## config.mk

```make
export PLATFORM = sky130hd
export DESIGN_NAME = delay_line_arbiter
export DESIGN_NICKNAME = d
export VERILOG_FILES = /design/src/rtl/delay_line_arbiter.sv
export SDC_FILE = /design/constraint.sdc
export NUM_CORES = 1
export LEC_CHECK = 0
export ABC_AREA = 0
export BUFFER_PORTS_ARGS = -buffer_cell sky130_fd_sc_hd__buf_2
export CORE_MARGIN = 2
export CORE_UTILIZATION = 45
export CTS_BUF_LIST = sky130_fd_sc_hd__clkbuf_8 sky130_fd_sc_hd__clkbuf_16
export CTS_CLUSTER_SIZE = 16
export DETAILED_ROUTE_END_ITERATION = 6
export PLACE_DENSITY = 0.72
export REMOVE_ABC_BUFFERS = 1
export SYNTH_ARGS = -nofsm -noshare
export SYNTH_HDL_FRONTEND = slang
export SYNTH_SLANG_ARGS = --single-unit
```

## constraint.sdc

```tcl
create_clock -name clk -period 11.43 [get_ports clk]
set_input_delay 3.429 -clock clk [delete_from_list [all_inputs] [get_ports clk]]
set_output_delay 3.429 -clock clk [all_outputs]
set_load 0.01 [all_outputs]
```

## src/rtl/delay_line_arbiter.sv

```systemverilog
// delay_line_arbiter
// Round-robin arbiter that shares one variable-tap delay line among NREQ
// requesters. Each granted byte is dropped straight into the slot that will
// reach the output after exactly its requested delay. A request is only
// eligible when that slot is still free, so two items can never exit together.
// Slot 0 drives the registered outputs directly.
//
// Optional build macro: DLA_STATS_EN adds saturating grant/conflict counters
// (stat_grants, stat_conflicts). Without it those ports do not exist.
module delay_line_arbiter #(
    parameter int NREQ  = 4,
    parameter int WIDTH = 8,
    parameter int DEPTH = 3
) (
    input  logic                    clk,
    input  logic                    reset,
    input  logic [NREQ-1:0]         req,
    input  logic [NREQ*WIDTH-1:0]   req_data,
    input  logic [NREQ*2-1:0]       req_dly,
    output logic [NREQ-1:0]         gnt,
`ifdef DLA_STATS_EN
    output logic [15:0]             stat_grants,
    output logic [15:0]             stat_conflicts,
`endif
    output logic                    out_valid,
    output logic [WIDTH-1:0]        out_data,
    output logic [2:0]              out_id
);

    // Largest delay as a 2-bit value, used to clamp out-of-range requests.
    localparam logic [1:0] DMAX = 2'(DEPTH);

    // ------------------------------------------------------------------
    // Slot pipeline state: s[0] is the exit slot, s[DEPTH] the entry slot.
    // ------------------------------------------------------------------
    logic             slot_valid_q [0:DEPTH];
    logic             slot_valid_d [0:DEPTH];
    logic [2:0]       slot_id_q    [0:DEPTH];
    logic [2:0]       slot_id_d    [0:DEPTH];
    logic [WIDTH-1:0] slot_data_q  [0:DEPTH];
    logic [WIDTH-1:0] slot_data_d  [0:DEPTH];

    // Round-robin pointer: the requester searched first this cycle.
    logic [2:0]       ptr_q;
    logic [2:0]       ptr_d;

    // Arbitration results.
    logic [DEPTH:0]   land_free;
    logic [1:0]       dly_eff [NREQ];
    logic [NREQ-1:0]  elig;
    logic             grant_hit;
    logic [2:0]       grant_idx;
    logic [WIDTH-1:0] g_data;
    logic [1:0]       g_dly;

    // ------------------------------------------------------------------
    // Slot d is free after this edge's shift when s[d+1] is empty now.
    // The entry slot always receives an empty value, so it is always free.
    // ------------------------------------------------------------------
    generate
        for (genvar gi = 0; gi <= DEPTH; gi++) begin : g_land
            if (gi == DEPTH) begin : g_top
                assign land_free[gi] = 1'b1;
            end else begin : g_mid
                assign land_free[gi] = ~slot_valid_q[gi+1];
            end
        end
    endgenerate

    // ------------------------------------------------------------------
    // Per-requester delay clamp and eligibility.
    // ------------------------------------------------------------------
    generate
        for (genvar gi = 0; gi < NREQ; gi++) begin : g_elig
            assign dly_eff[gi] = (req_dly[gi*2 +: 2] > DMAX) ? DMAX : req_dly[gi*2 +: 2];
            assign elig[gi]    = req[gi] & land_free[dly_eff[gi]];
        end
    endgenerate

    // Round-robin pick: first eligible at or above the pointer, then wrap.
    always_comb begin
        grant_hit = 1'b0;
        grant_idx = '0;
        g_data    = '0;
        g_dly     = '0;
        for (int k = 0; k < NREQ; k++) begin
            if (!grant_hit && elig[k] && (k >= int'(ptr_q))) begin
                grant_hit = 1'b1;
                grant_idx = 3'(k);
                g_data    = req_data[k*WIDTH +: WIDTH];
                g_dly     = dly_eff[k];
            end
        end
        for (int k = 0; k < NREQ; k++) begin
            if (!grant_hit && elig[k] && (k < int'(ptr_q))) begin
                grant_hit = 1'b1;
                grant_idx = 3'(k);
                g_data    = req_data[k*WIDTH +: WIDTH];
                g_dly     = dly_eff[k];
            end
        end
    end

    // One-hot grant, suppressed while reset is asserted.
    always_comb begin
        gnt = '0;
        for (int k = 0; k < NREQ; k++) begin
            gnt[k] = reset && grant_hit && (grant_idx == 3'(k));
        end
    end

    // Pointer advances past the winner; holds when nobody is granted.
    always_comb begin
        ptr_d = ptr_q;
        if (grant_hit) begin
            ptr_d = (grant_idx == 3'(NREQ-1)) ? 3'd0 : grant_idx + 3'd1;
        end
    end

    // Shift every slot one step toward the exit, then drop the winner into
    // its landing slot (eligibility guarantees that slot is empty).
    always_comb begin
        for (int j = 0; j < DEPTH; j++) begin
            slot_valid_d[j] = slot_valid_q[j+1];
            slot_id_d[j]    = slot_id_q[j+1];
            slot_data_d[j]  = slot_data_q[j+1];
        end
        slot_valid_d[DEPTH] = 1'b0;
        slot_id_d[DEPTH]    = '0;
        slot_data_d[DEPTH]  = '0;
        for (int j = 0; j <= DEPTH; j++) begin
            if (grant_hit && (g_dly == 2'(j))) begin
                slot_valid_d[j] = 1'b1;
                slot_id_d[j]    = grant_idx;
                slot_data_d[j]  = g_data;
            end
        end
    end

    // Slot pipeline and pointer registers; reset discards all in-flight items.
    always_ff @(posedge clk) begin
        if (!reset) begin
            for (int j = 0; j <= DEPTH; j++) begin
                slot_valid_q[j] <= 1'b0;
                slot_id_q[j]    <= '0;
                slot_data_q[j]  <= '0;
            end
            ptr_q <= '0;
        end else begin
            for (int j = 0; j <= DEPTH; j++) begin
                slot_valid_q[j] <= slot_valid_d[j];
                slot_id_q[j]    <= slot_id_d[j];
                slot_data_q[j]  <= slot_data_d[j];
            end
            ptr_q <= ptr_d;
        end
    end

    // The exit slot is the output register.
    assign out_valid = slot_valid_q[0];
    assign out_data  = slot_data_q[0];
    assign out_id    = slot_id_q[0];

`ifdef DLA_STATS_EN
    // ------------------------------------------------------------------
    // Saturating activity counters.
    // ------------------------------------------------------------------
    logic [15:0] stat_grants_q;
    logic [15:0] stat_grants_d;
    logic [15:0] stat_conflicts_q;
    logic [15:0] stat_conflicts_d;

    // A conflict is a cycle with requests pending but none of them eligible.
    always_comb begin
        stat_grants_d    = stat_grants_q;
        stat_conflicts_d = stat_conflicts_q;
        if (grant_hit && (stat_grants_q != 16'hFFFF)) begin
            stat_grants_d = stat_grants_q + 16'd1;
        end
        if ((|req) && !grant_hit && (stat_conflicts_q != 16'hFFFF)) begin
            stat_conflicts_d = stat_conflicts_q + 16'd1;
        end
    end

    // Counter registers, cleared by reset.
    always_ff @(posedge clk) begin
        if (!reset) begin
            stat_grants_q    <= '0;
            stat_conflicts_q <= '0;
        end else begin
            stat_grants_q    <= stat_grants_d;
            stat_conflicts_q <= stat_conflicts_d;
        end
    end

    assign stat_grants    = stat_grants_q;
    assign stat_conflicts = stat_conflicts_q;
`endif

endmodule

```

==> impl_metrics.tcl <==
set metrics [dict create \
    status "finished clean" \
    detail_route.drc_violations 0 \
    place.gp.congestion 0.915 \
    power.ir.vdd_worst_mv 0.156 \
    mappedNetlistArea_sq_um 2750 \
    power_density_nw_per_um2 224 \
    setup.worst_path.start_class "input port" \
    drt_first_pass_iters 4 \
    path_delay_family "compound AO/OA/AOI/OAI gates" \
    ys.flop_type "sky130_fd_sc_hd__dfxtp_1" \
    h_tree_depth_reported_by_cts 2 \
    synth_warnings 0 \
    fmax_mhz 104 \
    synth-async-reset-ratio 0 \
    final.min_clock_period_ps 9590 \
    tritoncts "yes" \
    via_count_of_the_first_global_routing_pass 2222 \
    fin_util 0.518 \
    synth.distinct_cells 53 \
    final_cell_mix "60 x sky130_fd_sc_hd__buf_2, 46 x sky130_fd_sc_hd__dfxtp_1, 44 x sky130_fd_sc_hd__nand2_1" \
    core_sq_um 5920 \
    number_of_antenna_violations_at_the_first_check_in_global_routing 0 \
    port-buffer-count 60 \
    timing.setup.critical_path_class "input port to output port" \
    critical_path.reg2reg.endpoint "slot_data_q[0][8]$_SDFF_PN0_" \
    syn_area_per_cell_sq_um 8.81 \
    num_antenna_cells 0 \
    syn_inst 312 \
    setup.worst_path.start "req_dly[1]" \
    setup_violations 0 \
    finish.net_count 398 \
    synth-seq-area-share 0.335 \
    max_slew.worst_pin.slew_ps 1140 \
    worstHoldStart "slot_data_q[0][14]$_SDFF_PN0_" \
    cts.sink_count 46 \
    floorplan_die_height_microns 82.1 \
    cts_inserted_buffers 5 \
    crit_path_end_kind "output port" \
    number_of_hold_buffers_added_after_cts 0 \
    initial_core_util 0.464 \
    worst_setup_hold_path_clk_slew_ps 90 \
    grt_usage 0.215 \
    num_rows 28 \
    max_cap_viol_count 0 \
    final.setup.tns_ps 0 \
    p_leak_nw 1.37 \
    area_of_the_multi_input_gates_sq_um 1580 \
    wirelength_mm 6.81 \
    yosys_register_bits 46 \
    cts_setup_buffers 0 \
    fin_worst_hold_slack_ps 444 \
    timing.critical_path.fanout_max 12 \
    clock-skew-final_ps 8.61 \
    critical_path.reg2reg.startpoint "ptr_q[0]$_SDFFE_PN0P_" \
    io_count 62 \
    worstHoldPathType "flop to flop" \
    detailroute.via_count 2360 \
    vias_cell 5.57 \
    maxSlewViolCount 0 \
    post-route-period-util 0.839 \
    ff_to_ff_setup_slack_ps 7370 \
    worst-path-stages 9 \
    critical_path.most_common_cell "sky130_fd_sc_hd__buf_2" \
    ordered_list_of_cells_on_the_worst_path "buf_2 > mux2i_1 > o2111ai_1 > a21oi_1 > a21o_1 > inv_1 > ha_1 > and2_1 > buf_2" \
    worst_ep_required_time_ps 8000 \
    crit_slowest_cell "sky130_fd_sc_hd__a21oi_1" \
    postCtsResizedCells 0 \
    grt_pass1_wl_mm 11.0 \
    worst_setup_path_endpoint "gnt[3]" \
    globalRoute.totalOverflow 0 \
    finalHoldViolCount 0 \
    initialDrtViolationCount 125 \
    mostFrequentLayoutCell "sky130_fd_sc_hd__buf_2" \
    reg2regPathDepth 8 \
    area_growth_pct 11.6 \
    drt-wirelength-per-cell_microns 16.1 \
    cts_buffer_depth 2 \
    cp.arrival_ps 6160 \
    chipWidth_microns 82.1 \
    layout.area.seq_sq_um 921 \
    dpl.hpwl_mm 4.78 \
    path_buf_inv 3 \
    max-slew-margin-rel 0.234 \
    synth-edff-count 0 \
    antenna_left 0 \
    grt_max_degree 47 \
    grt_setup_unrepaired "no" \
    critPathMaxStageDelay_ps 950 \
    clock_latency_ps 310 \
    fillers 563 \
    drive_gt1_frac 0.252 \
    cts.root.buffer_cell "sky130_fd_sc_hd__clkbuf_8" \
    design.die.area_sq_um 6750 \
]
[power by group]
| part | total [mW] | internal (mW) | switching [mW] |
|---|---|---|---|
| Combinational | 0.329 | 0.136 | 0.193 |
| Sequential | 0.231 | 0.204 | 0.0267 |
| Clock | 0.126 | 0.0656 | 0.0607 |
| Total | 0.686 | 0.405 | 0.281 |
[cells in the mapped netlist (all sizes together) (9+ instances only)]
master  instances  share of area
dfxtp          46           0.34
nand2          45          0.062
mux2i          37           0.13
buf            25          0.063
nor2           14          0.019
a21oi          12          0.026
inv            12          0.016
nand3b         11          0.030
o21ai          11          0.020
a22oi          10          0.029
nand3           9          0.016
nor2b           9          0.020
nor3b           9          0.025
[how the worst min path moves through the flow]
stage                                    endpoint  cells past startpoint  slack, ps
finish               slot_data_q[0][6]$_SDFF_PN0_                      2        440
global placement    slot_data_q[0][21]$_SDFF_PN0_                      2        430
floorplan            slot_data_q[0][0]$_SDFF_PN0_                      2        420
detailed placement  slot_data_q[0][14]$_SDFF_PN0_                      2        440
CTS                  slot_data_q[0][6]$_SDFF_PN0_                      2        450
global route        slot_data_q[0][13]$_SDFF_PN0_                      2        460
[through the flow]
stage	std cells	instance area, sq um	setup slack [ps]	total power, mW
final	424	3070	1840	0.686
after CTS	424	3070	1920	0.686
after global routing	424	3070	1590	0.734
after detailed placement	416	2950	1910	0.561
after global placement	416	2950	2070	0.552
after floorplan	279	2540	2580	0.463
[worst min-delay path: cells and delay by family (launching register included)]
family | cells | cell delay, ps
DFF | 1 | 310
muxes | 1 | 50
and+or+nand+nor | 1 | 40
[cells by family (layout without fill, tap and decap cells)]
logic type / Yosys count / after routing / synth area share
AOI/OAI and AO/OA: 62 / 62 / 0.189
adders and majority gates: 4 / 4 / 0.0182
buffers and inverters: 45 / 82 / 0.0902
DFF: 46 / 46 / 0.335
muxes: 38 / 38 / 0.140
other: 1 / 1 / 0.00136
and+or+nand+nor: 116 / 116 / 0.226
[routing by layer]
metal	part of all wire	vias to the layer above	GRT usage	wire length [microns]
li1	-	1160	-	-
met1	0.48	1104	0.296	3260
met2	0.45	83	0.340	3080
met3	0.050	13	0.0359	338
met4	0.019	0	0.0783	128
met5	0	-	0	0
[layout make-up]
type	instances	share of cell area
Inverter	12	0.0147
Multi-Input combinational cell	221	0.515
Sequential cell	46	0.300
Clock inverter	3	0.0143
Timing Repair Buffer	62	0.103
Tap cell	75	0.0306
Clock buffer	5	0.0224
[sequential cells by signal (all words and copies together), names as in the netlist]
name          cells
slot_id_q         8
slot_valid_q      4
ptr_q             2
slot_data_q      32
No activity file was read; power rests on OpenSTA's default activity.
